<file path="config.mk">
export PLATFORM = sky130hd
export DESIGN_NAME = toggle_monitor
export DESIGN_NICKNAME = d
export VERILOG_FILES = /design/src/rtl/toggle_pkg.sv /design/src/rtl/toggle_monitor_edge_sync.sv /design/src/rtl/toggle_monitor.sv
export SDC_FILE = /design/constraint.sdc
export NUM_CORES = 1
export LEC_CHECK = 0
export CORE_MARGIN = 4
export CORE_UTILIZATION = 55
export DETAILED_ROUTE_END_ITERATION = 10
export PLACE_DENSITY = 0.83
export SLEW_MARGIN = 10
export SYNTH_ARGS = -nofsm -noshare
export SYNTH_HDL_FRONTEND = slang
export SYNTH_SLANG_ARGS = --single-unit
export TNS_END_PERCENT = 30
</file>
<file path="constraint.sdc">
create_clock -name clk -period 3.2 [get_ports clk]
set_clock_uncertainty 0.2 [all_clocks]
set_input_delay 0.48 -clock clk [delete_from_list [all_inputs] [get_ports clk]]
set_output_delay 0.48 -clock clk [all_outputs]
set_load 0.005 [all_outputs]
</file>
<file path="src/rtl/toggle_pkg.sv">
// Shared types and default widths for the toggle monitor.
package toggle_pkg;

    typedef enum logic [1:0] {
        IDLE    = 2'd0,
        MEASURE = 2'd1,
        LOST    = 2'd2
    } state_e;

    localparam int DEF_W    = 32;
    localparam int DEF_EC_W = 16;

endpackage

</file>
<file path="src/rtl/toggle_monitor_edge_sync.sv">
// Two-flop synchroniser plus history flop for one asynchronous input pin.
module edge_sync (
    input  logic clk,
    input  logic rst,
    input  logic in_pin,
    output logic level,
    output logic rise,
    output logic fall
);

    logic s1_q, s2_q, s3_q;
    logic s1_d, s2_d, s3_d;

    always_comb begin
        s1_d = in_pin;
        s2_d = s1_q;
        s3_d = s2_q;
    end

    always_ff @(posedge clk) begin
        if (rst) begin
            s1_q <= 1'b0;
            s2_q <= 1'b0;
            s3_q <= 1'b0;
        end else begin
            s1_q <= s1_d;
            s2_q <= s2_d;
            s3_q <= s3_d;
        end
    end

    assign level = s2_q;
    assign rise  = s2_q & ~s3_q;
    assign fall  = ~s2_q & s3_q;

endmodule

</file>
<file path="src/rtl/toggle_monitor.sv">
// Measures period and high time of an asynchronous square wave and flags loss of signal.
// Optional build macro PERIOD_CHECK_EN enables the period_err tolerance check.
module toggle_monitor
    import toggle_pkg::*;
#(
    parameter int W          = DEF_W,
    parameter int TIMEOUT    = 100000,
    parameter int EC_W       = DEF_EC_W,
    parameter int EXP_PERIOD = 24002,
    parameter int TOL        = 2
) (
    input  logic            clk,
    input  logic            rst,
    input  logic            in_pin,
    output logic [W-1:0]    period_out,
    output logic [W-1:0]    high_out,
    output logic            meas_valid,
    output logic            timeout,
    output logic [EC_W-1:0] edge_count,
    output logic            period_err
);

    localparam logic [W-1:0] TO_C = W'(TIMEOUT);

    logic level, rise, fall;

    edge_sync u_sync (
        .clk    (clk),
        .rst    (rst),
        .in_pin (in_pin),
        .level  (level),
        .rise   (rise),
        .fall   (fall)
    );

    state_e          state_q, state_d;
    logic [W-1:0]    period_cnt_q, period_cnt_d;
    logic [W-1:0]    high_cnt_q, high_cnt_d;
    logic [W-1:0]    high_lat_q, high_lat_d;
    logic [W-1:0]    period_out_q, period_out_d;
    logic [W-1:0]    high_out_q, high_out_d;
    logic            meas_valid_q, meas_valid_d;
    logic            timeout_q, timeout_d;
    logic [EC_W-1:0] edge_cnt_q, edge_cnt_d;
    logic            period_err_q, period_err_d;
    logic            period_bad;
    logic            at_limit;

    assign at_limit = (period_cnt_q == TO_C);

`ifdef PERIOD_CHECK_EN
    localparam logic [W:0] EXP_C = (W+1)'(EXP_PERIOD);
    localparam logic [W:0] TOL_C = (W+1)'(TOL);
    logic [W:0] diff;

    // Judged on the count being latched, so the flag lines up with meas_valid.
    always_comb begin
        if ({1'b0, period_cnt_q} >= EXP_C) diff = {1'b0, period_cnt_q} - EXP_C;
        else                               diff = EXP_C - {1'b0, period_cnt_q};
        period_bad = (diff > TOL_C);
    end
`else
    logic unused_cfg;
    assign unused_cfg = ^{EXP_PERIOD, TOL};
    assign period_bad = 1'b0;
`endif

    always_ff @(posedge clk) begin
        if (rst) begin
            state_q      <= IDLE;
            period_cnt_q <= '0;
            high_cnt_q   <= '0;
            high_lat_q   <= '0;
            period_out_q <= '0;
            high_out_q   <= '0;
            meas_valid_q <= 1'b0;
            timeout_q    <= 1'b0;
            edge_cnt_q   <= '0;
            period_err_q <= 1'b0;
        end else begin
            state_q      <= state_d;
            period_cnt_q <= period_cnt_d;
            high_cnt_q   <= high_cnt_d;
            high_lat_q   <= high_lat_d;
            period_out_q <= period_out_d;
            high_out_q   <= high_out_d;
            meas_valid_q <= meas_valid_d;
            timeout_q    <= timeout_d;
            edge_cnt_q   <= edge_cnt_d;
            period_err_q <= period_err_d;
        end
    end

    always_comb begin
        state_d = state_q;
        case (state_q)
            IDLE:    if (rise) state_d = MEASURE;
            MEASURE: if (!rise && at_limit) state_d = LOST;
            LOST:    if (rise) state_d = MEASURE;
            default: state_d = IDLE;
        endcase
    end

    always_comb begin
        period_cnt_d = period_cnt_q;
        high_cnt_d   = high_cnt_q;
        high_lat_d   = high_lat_q;
        period_out_d = period_out_q;
        high_out_d   = high_out_q;
        meas_valid_d = 1'b0;
        timeout_d    = timeout_q;
        edge_cnt_d   = edge_cnt_q;
        period_err_d = 1'b0;
        case (state_q)
            IDLE, LOST: begin
                // No trustworthy previous edge, so a rise only restarts counting.
                if (rise) begin
                    period_cnt_d = W'(1);
                    high_cnt_d   = W'(1);
                    edge_cnt_d   = edge_cnt_q + EC_W'(1);
                    timeout_d    = 1'b0;
                end
            end
            MEASURE: begin
                if (rise) begin
                    period_out_d = period_cnt_q;
                    high_out_d   = high_lat_q;
                    meas_valid_d = 1'b1;
                    period_err_d = period_bad;
                    period_cnt_d = W'(1);
                    high_cnt_d   = W'(1);
                    edge_cnt_d   = edge_cnt_q + EC_W'(1);
                end else if (at_limit) begin
                    timeout_d = 1'b1;
                end else begin
                    period_cnt_d = period_cnt_q + W'(1);
                    if (level) high_cnt_d = high_cnt_q + W'(1);
                    if (fall)  high_lat_d = high_cnt_q;
                end
            end
            default: ;
        endcase
    end

    assign period_out = period_out_q;
    assign high_out   = high_out_q;
    assign meas_valid = meas_valid_q;
    assign timeout    = timeout_q;
    assign edge_count = edge_cnt_q;
    assign period_err = period_err_q;

endmodule

</file>
Word-level counts from Yosys, hierarchy flattened

Index checks and enable logic that the tools add are counted.

Word-level logic and storage cells: 61
Register bits after elaboration: 183
Input bits: 3
Output and inout port bits: 83

Reduce and logical (&&, ||, !) cells: 14
$add $sub $neg: 3
Bitwise operators: 7
Equal/unequal tests: 9
Multiplexer cells: 16

Operator list:

| kind                                                               | number |
|---|---|
| 32-bit 2-to-1 mux                                                  | 6 |
| 32-bit case mux with 2 select lines                                | 2 |
| 32-bit by 1-bit adder with 32-bit output (second input constant)   | 2 |
| 32-bit by 17-bit == test with 1-bit output (second input constant) | 1 |
| 16-bit by 1-bit adder with 16-bit output (second input constant)   | 1 |
| 4-bit AND reduction                                                | 3 |
| 2-bit != test (second input constant)                              | 3 |
| 2-bit AND reduction                                                | 3 |
| 1-bit NOT                                                          | 5 |
| 1-bit 2-to-1 mux                                                   | 4 |
| 2-bit 2-to-1 mux                                                   | 2 |
| 2-bit case mux with 2 select lines                                 | 1 |
| 2-bit OR reduction                                                 | 2 |
| 3-bit by 2-bit != test with 1-bit output (second input constant)   | 1 |
| 3-bit != test (second input constant)                              | 1 |
| 3-bit AND reduction                                                | 1 |
| 3-bit OR reduction                                                 | 1 |
| 1-bit bitwise AND                                                  | 2 |
| 2-bit by 1-bit == test with 1-bit output (second input constant)   | 1 |
| 2-bit == test (second input constant)                              | 1 |
| 2-bit zero test                                                    | 1 |
| 2-bit by 1-bit != test with 1-bit output (second input constant)   | 1 |
| 1-bit case mux with 2 select lines                                 | 1 |
| 2-bit nonzero test                                                 | 1 |
| 2 further kinds                                                    | 2 |

Depth between registers and ports, before layout

Gate-level depths: netlist of the first run.

Depth after elaboration: 6
Depth in mapped cells: 10
Mapped depth without buffers: 8

Hierarchy

From an unflattened synthesis of the first run, not the netlist that was laid out.

Cells, all modules: 986
Area, all modules: 7,823.8 µm²

By module, submodules not included:

| module         | times used | area an instance (µm²) | sequential area each (µm²) | cells each |
|---|---|---|---|---|
| toggle_monitor | 1          | 7,732.4                | 3,603.5                    | 978 |
| edge_sync      | 1          | 91.3                   | 60.1                       | 8 |

Least setup slack after synthesis of the first run

Ideal clock, no wire load.

Path type: flip-flop to flip-flop
Start: register period_cnt_q[6]
End: register period_cnt_q[4]
Stages on the path, launching flop included: 9
Library setup time: 0.122 ns
Path buffers: 2
Setup slack: 0.756 ns
Data arrival time: 2.123 ns
Cell sequence: dfxtp_1 -> buf_6 -> or4_4 -> or4_4 -> o21ai_2 -> buf_6 -> nand2_4 -> a41oi_2 -> a21oi_1

Longest elaborated chain between the ends: 3

RTL lines:

| element                                    | line                 | RTL |
|---|---|---|
| start: declaration                         | toggle_monitor.sv:37 | `logic [W-1:0] period_cnt_q, period_cnt_d;` |
| start signal: assignment                   | toggle_monitor.sv:82 | `period_cnt_q <= period_cnt_d;` |
| 32-bit by 17-bit == test with 1-bit output | toggle_monitor.sv:49 | `assign at_limit = (period_cnt_q == TO_C);` |
| 3-bit != test (no line)                    | -                    |  |
| 3-bit AND reduction (no line)              | -                    |  |

Every way passes these cells.
A chain may end at the register's enable or synchronous reset.

Final worst setup path of the first run

Start: register period_cnt_q[10]
End: register period_cnt_q[26]

Longest elaborated chain between the ends: 4
Elaborated cells on any way between the ends: 7

RTL lines:

| element                                  | line                  | RTL |
|---|---|---|
| 32-bit by 1-bit adder with 32-bit output | toggle_monitor.sv:136 | `period_cnt_d = period_cnt_q + W'(1);` |
| 32-bit 2-to-1 mux                        | toggle_monitor.sv:133 | `end else if (at_limit) begin` |
| 32-bit 2-to-1 mux                        | toggle_monitor.sv:125 | `if (rise) begin` |
| 32-bit case mux with 2 select lines      | toggle_monitor.sv:114 | `case (state_q)` |

Several ways; a longest one is shown, not always the timed one. The select of a mux whose other input is x is not followed.

==> results of run 1 <==
==> placed cells by master, fill, tap and decap left out, types with 7 or more instances in the layout <==
cell	count
a31oi_1	17
clkdlybuf4s50_1	83
mux2i_1	35
nand4_1	21
clkbuf_16	17
buf_4	18
nand2_1	176
or3_1	11
dfxtp_1	183
a311oi_2	8
a21o_1	7
and4_1	10
nor2_1	91
xor2_1	13
nor4_1	8
o21ai_0	29
o22ai_1	7
nand3_1	24
inv_1	14
a21oi_1	101
nor3_1	12
and3_1	11
xnor2_1	8
==> sequential cells by signal (all words and copies together) (netlist names) <==
name          count
edge_count       16
high_cnt_q       32
high_lat_q       32
high_out         32
meas_valid        1
period_cnt_q     32
period_out       32
state_q           2
timeout           1
u_sync.level      1
u_sync.s1_q       1
u_sync.s3_q       1
==> power groups by stage <==
stage	combinational (mW)	sequential (mW)	clock (mW)
finish	0.135	2.29	1.99
global route	0.148	2.29	2.12
CTS	0.134	2.29	2.01
detailed placement	0.133	2.34	0
global placement	0.132	2.34	0
floorplan	0.0998	2.34	0
==> logic make-up (layout without fill, tap and decap cells) <==
family | after synthesis | count (layout)
AND/OR/NAND/NOR | 399 | 399
AO/OA/AOI/OAI | 212 | 212
buffers and inverters | 74 | 146
multiplexers | 35 | 35
other | 1 | 1
adder cells (fa/ha/maj) | 4 | 4
flip-flops | 183 | 183
XOR/XNOR | 21 | 21
==> stage by stage <==
stage	utilization, %	area, µm²	hold WS (ps)	power [mW]	worst slack, ps
3_3_place_gp	63.0	8750	241	2.47	524
4_1_cts	67.1	9310	244	4.44	396
6_report	67.1	9310	252	4.42	371
5_1_grt	67.1	9310	253	4.56	238
2_1_floorplan	-	7820	214	2.44	756
3_5_place_dp	63.0	8750	245	2.47	425
==> cells in the mapped netlist (all sizes together) (10+ instances only) <==
cell / n / area [µm²]
nand3: 24 / 120
nor3: 13 / 70.1
nand2: 178 / 676
dfxtp: 183 / 3660
clkbuf: 43 / 161
and4: 10 / 87.6
and3: 11 / 68.8
nand4: 21 / 131
nor2: 94 / 363
or3: 11 / 68.8
o21ai: 32 / 168
mux2i: 35 / 350
xor2: 13 / 114
a31oi: 17 / 106
a21oi: 103 / 523
inv: 14 / 52.6
buf: 17 / 133
==> layout make-up <==
type,instances,area (µm²)
Fill cell,1130,4570
Multi-Input combinational cell,672,3820
Sequential cell,183,3660
Timing Repair Buffer,102,986
Clock buffer,23,488
Tap cell,180,225
Clock inverter,7,71.3
Inverter,14,52.6
==> worst reg2reg max path, cell delays in order (launching register included) <==
cell and delay [ps]:
dfxtp_1 470, or4bb_1 560, nor4_2 310, a21oi_2 100
nor2_1 730, o21ai_0 250, o21ai_0 130
==> path summary, 6_finish.rpt <==
kind | to | slack (ps) | cells after the start
worst min register to register | high_out[29]$_SDFFE_PP0P_ | 250 | 2
worst min-delay path | high_out[29]$_SDFFE_PP0P_ | 250 | 2
worst max register to register | period_cnt_q[26]$_SDFFE_PP0P_ | 370 | 6
worst max-delay path | period_cnt_q[26]$_SDFFE_PP0P_ | 370 | 6
==> layer usage <==
layer  GRT usage [%]  up-vias  share of wire (%)  wire (µm)
met5               0        -                  0          0
met4            7.76        0                1.8        323
met3            5.31       28                4.9        884
met2            38.7      200                 49       8830
met1            29.0     3222                 44       7900
li1                -     3384                  -          -
==> qor.json, run 1 <==
{
  "critical_path": {
    "critical_path.reg2reg.startpoint": "period_cnt_q[10]$_SDFFE_PP0P_",
    "crit_path_start": "period_cnt_q[10]$_SDFFE_PP0P_",
    "crit_path_cell_trace": "or4bb_1 -> nor4_2 -> a21oi_2 -> nor2_1 -> o21ai_0 -> o21ai_0",
    "worstPathArrival_ps": 2980,
    "start_kind": "flip-flop",
    "timing.critical_path.max_delay_family": "simple AND/OR/NAND/NOR gates",
    "end_kind": "flip-flop",
    "cp_max_fo": 15,
    "timing.setup.critical_path_class": "flip-flop to flip-flop",
    "slowest_stage": "nor2_1",
    "worst-endpoint-required_ps": 3350,
    "max_stage_delay_ps": 730,
    "critPathMostFrequentCell": "o21ai_0",
    "worst-path-buf-inv": 0
  },
  "final_layout": {
    "antennaDiodeCount": 0,
    "finish.net_count": 997,
    "final_cell_count_no_fill": 1181,
    "synthToLayoutAreaGrowth_pct": 19.0,
    "fraction_of_final_layout_cells_with_drive_strength_greater_than_1_pct": 7.59
  },
  "grt": {
    "via_count_of_the_first_global_routing_pass": 6594,
    "grt_first_pass_wirelength_um": 30800,
    "grt.overflow.total": 0,
    "grt.total_usage_pct": 22.9,
    "antenna_found_initial": 0,
    "grt_start_max_net_pins": 72
  },
  "yosys": {
    "synth_compound_area_share_pct": 17.4,
    "synth.cell_area_um2": 7820,
    "synth-edff-count": 0,
    "synth_fp_nets": 936,
    "yosys_warnings": 0,
    "post_synth_simple_gate_area_pct": 23.8,
    "synth_instances": 929,
    "synth.ff_latch_count": 183,
    "synth_async_sr_flop_share_pct": 0,
    "number_of_distinct_library_cells_after_synthesis": 69,
    "dominantRegCellSynth": "dfxtp_1",
    "synth_xor_area_share_pct": 2.35,
    "ys_seq_area_share_pct": 46.8,
    "avgSynthCellArea_um2": 8.42,
    "post_synth_fa_ha_maj_area_fraction_pct": 0.640,
    "synth_mux_area_share_pct": 4.48,
    "largest_family_of_logic_cells_by_synthesized_area": "simple AND/OR/NAND/NOR gates"
  },
  "sta": {
    "setup-tns-final_ps": 0,
    "grt_setup_unrepaired": "no",
    "timing.final.hold_violations": 0,
    "tightest_slew_ps": 931,
    "fmaxAchievable_mhz": 353,
    "final-setup-viol-count": 0,
    "finalCritPeriodShare_pct": 88.4,
    "timing_max_transition_violations_final": 0,
    "slew-limit-headroom_pct": 37.7,
    "min_period_ps": 2830
  },
  "drt": {
    "drt-vias-per-instance": 5.79,
    "wirelength_um": 17900,
    "drt_pass1_iterations": 5,
    "detail-route-antenna-nets": 0,
    "initialDrtViolationCount": 512,
    "drt-wirelength-per-cell_um": 15.2,
    "remaining_drc_errors": 0,
    "dr_total_vias": 6834
  },
  "clocking": {
    "cts_tree": "done",
    "ctsHtreeMaxLevel": 4,
    "cts_buffer_count": 17,
    "post_cts_resized": 0,
    "cell_chosen_for_the_clock_root": "clkbuf_16",
    "hold_buffers": 0,
    "cts_sinks": 183,
    "clock_latency_on_the_worst_skew_pair_ps": 430,
    "post-cts-setup-buffer-count": 0,
    "clock_transition_at_the_registers_of_the_reported_paths_ps": 60,
    "clock_path_buffers": 2
  },
  "die": {
    "io-pin-count": 86,
    "rows": 43,
    "die-width_um": 127,
    "floorplan.initialDensity_pct": 56.3,
    "fp.dieH_um": 127,
    "design.die.area_um2": 16200,
    "fp.coreArea_um2": 13900
  },
  "power": {
    "internal-power_mw": 3.46,
    "p_per_area_nw_per_um2": 474,
    "switching_share_pct": 21.5,
    "power.share.clock_pct": 45.1,
    "cellLeakagePower_nw": 3.34,
    "p_switching_mw": 0.950,
    "power.sequential.fraction_pct": 51.9,
    "power.ir.vdd_worst_uv": 353,
    "p_comb_share_pct": 3.1
  },
  "placement": {
    "finalWeightedCongestion": 0.906,
    "port_bufs": 84,
    "place_hpwl_um": 12100,
    "placedCellCount": 1151
  },
  "run": {
    "max_cap_violations": 0
  },
  "hold_path": {
    "hp-start": "high_out[29]$_SDFFE_PP0P_",
    "hold_path.class": "flip-flop to flip-flop"
  },
  "run_status": {
    "status": "finished, final reports clean"
  }
}
(Power assumes the default switching activity.)
==> inputs of run 2 (changes only) <==
--- a/config.mk
+++ b/config.mk
@@ -6,8 +6,10 @@
 export NUM_CORES = 1
 export LEC_CHECK = 0
+export CORE_ASPECT_RATIO = 0.7
 export CORE_MARGIN = 4
 export CORE_UTILIZATION = 55
 export DETAILED_ROUTE_END_ITERATION = 10
 export PLACE_DENSITY = 0.83
+export SETUP_SLACK_MARGIN = 0.15
 export SLEW_MARGIN = 10
 export SYNTH_ARGS = -nofsm -noshare
==> constraint.sdc (replaced) <==
create_clock -name clk -period 3.2 [get_ports clk]
set_clock_uncertainty 0.2 [all_clocks]
set_input_delay 0.32 -clock clk [delete_from_list [all_inputs] [get_ports clk]]
set_output_delay 0.32 -clock clk [all_outputs]
set_load 0.005 [all_outputs]
==> qor.json, run 2 (synthesized netlist as in run 1, its figures left out) <==
{
  "grt": {
    "antenna_found_initial": 0,
    "via_count_of_the_first_global_routing_pass": 6453,
    "grt.total_usage_pct": 24.4,
    "grt.overflow.total": 0,
    "grt_start_max_net_pins": 150,
    "grt_first_pass_wirelength_um": 32200
  },
  "critical_path": {
    "critical_path_sink": "period_cnt_q[7]$_SDFFE_PP0P_",
    "timing.setup.critical_path_class": "flip-flop to flip-flop",
    "start_kind": "flip-flop",
    "critical_path.reg2reg.startpoint": "period_cnt_q[2]$_SDFFE_PP0P_",
    "r2r_cells": 7,
    "crit_path_start": "period_cnt_q[2]$_SDFFE_PP0P_",
    "cp_max_fo": 8,
    "worst-endpoint-required_ps": 3320,
    "end_kind": "flip-flop",
    "register_to_register_setup_slack_ps": 350,
    "worstPathArrival_ps": 2970,
    "crit_reg_reg_endpoint": "period_cnt_q[7]$_SDFFE_PP0P_"
  },
  "drt": {
    "detail-route-antenna-nets": 0,
    "initialDrtViolationCount": 816,
    "drt-wirelength-per-cell_um": 16.1,
    "drt-vias-per-instance": 5.85,
    "dr_total_vias": 6962,
    "wirelength_um": 19200,
    "remaining_drc_errors": 0,
    "drt_pass1_iterations": 6
  },
  "final_layout": {
    "final_cell_count_no_fill": 1190,
    "most_frequent_standard_cell_in_the_layout_excluding_fill_and_tap_cells": "dfxtp_1",
    "antennaDiodeCount": 0,
    "synthToLayoutAreaGrowth_pct": 19.7,
    "layout.cells.most_common_list": "183 x dfxtp_1, 176 x nand2_1, 101 x a21oi_1",
    "finish.net_count": 994,
    "fraction_of_final_layout_cells_with_drive_strength_greater_than_1_pct": 7.70,
    "stdcell_area_um2": 9360
  },
  "hold_path": {
    "timing.hold.worst_path_depth": 5,
    "hold_path.class": "input pin to flip-flop"
  },
  "power": {
    "cellLeakagePower_nw": 3.36,
    "power.ir.vdd_worst_uv": 419,
    "p_per_area_nw_per_um2": 485
  },
  "die": {
    "design.die.area_um2": 16200,
    "fp.dieH_um": 108,
    "fp.coreArea_um2": 13900,
    "die-width_um": 151,
    "io-pin-count": 86,
    "floorplan.initialDensity_pct": 56.2,
    "rows": 36
  },
  "sta": {
    "grt_setup_unrepaired": "no",
    "timing.final.hold_violations": 0,
    "setup-tns-final_ps": 0,
    "finalCritPeriodShare_pct": 89.1,
    "min_period_ps": 2850,
    "fmaxAchievable_mhz": 351,
    "timing_max_transition_violations_final": 0,
    "slew-limit-headroom_pct": 51.4,
    "tightest_slew_ps": 719,
    "hold-worst-slack_ps": 227,
    "least_setup_slack_across_all_paths_after_layout_ps": 349,
    "final-setup-viol-count": 0
  },
  "clocking": {
    "hold_buffers": 0,
    "post-cts-setup-buffer-count": 0,
    "cell_chosen_for_the_clock_root": "clkbuf_16",
    "cts_tree": "done",
    "ctsHtreeMaxLevel": 4,
    "clock_latency_on_the_worst_skew_pair_ps": 430,
    "cts_sinks": 183,
    "clock_path_buffers": 2,
    "cts_buffer_count": 17,
    "clock_transition_at_the_registers_of_the_reported_paths_ps": 70,
    "post_cts_resized": 0
  },
  "run": {
    "max_cap_violations": 0
  },
  "placement": {
    "pre_cts_ws_ps": 496,
    "finalWeightedCongestion": 0.933,
    "placedCellCount": 1158,
    "port_bufs": 84,
    "postPlaceCellArea_um2": 8760,
    "place_hpwl_um": 12600
  },
  "run_status": {
    "status": "finished, final reports clean"
  }
}
==> run 2: cell types whose count changed in the layout (fill, tap and decap cells not counted), sizes merged <==
| cell | change |
|---|---|
| buf | -3 |
| clkbuf | -5 |
| clkinv | +4 |
| clkinvlp | -3 |
| inv | +6 |
==> run 2: per-layer routing <==
| layer | track usage [%] | part of all wire, % | vias up |
|---|---|---|---|
| met2 | 35.9 | 43 | 291 |
| met3 | 6.02 | 7.5 | 27 |
| met1 | 35.9 | 48 | 3265 |
| met5 | 0 | 0 | - |
| met4 | 5.74 | 1.7 | 0 |
| li1 | - | - | 3379 |
==> run 2: worst max-delay path: stages, from the launching register on <==
cell and delay (ps):
dfxtp_1 400, nor4b_1 690, nand4_1 460, o21ai_2 370, buf_4 240, nand2_4 110, a31oi_1 200, a21oi_1 70
==> run 2: final cells by class <==
class | count | area, µm²
multi-input combinational | 672 | 3820
clock buffer | 18 | 439
clock inverter | 14 | 159
sequential | 183 | 3660
inverter | 14 | 52.6
timing repair buffer | 99 | 988
tap | 190 | 238
fill | 1099 | 4560
==> run 2: power breakdown <==
group	internal [mW]	switching, mW
combinational	0.0390	0.101
clock	1.13	0.980
sequential	2.28	0.00833
==> run 2: how the worst min path moves through the flow <==
stage,start,end,slack (ps)
floorplan,u_sync.s1_q$_SDFF_PP0_,u_sync.level$_SDFF_PP0_,210
global placement,u_sync.s1_q$_SDFF_PP0_,u_sync.level$_SDFF_PP0_,220
detailed placement,u_sync.s1_q$_SDFF_PP0_,u_sync.level$_SDFF_PP0_,220
CTS,rst,period_cnt_q[4]$_SDFFE_PP0P_,210
global route,rst,period_cnt_q[4]$_SDFFE_PP0P_,230
finish,rst,period_cnt_q[4]$_SDFFE_PP0P_,230
==> run 2: through the flow <==
step                      util, %  total power [mW]
after floorplan                 -              2.44
after global placement       63.0              2.48
after detailed placement     63.0              2.48
after CTS                    67.3              4.55
after global routing         67.3              4.68
final                        67.3              4.54
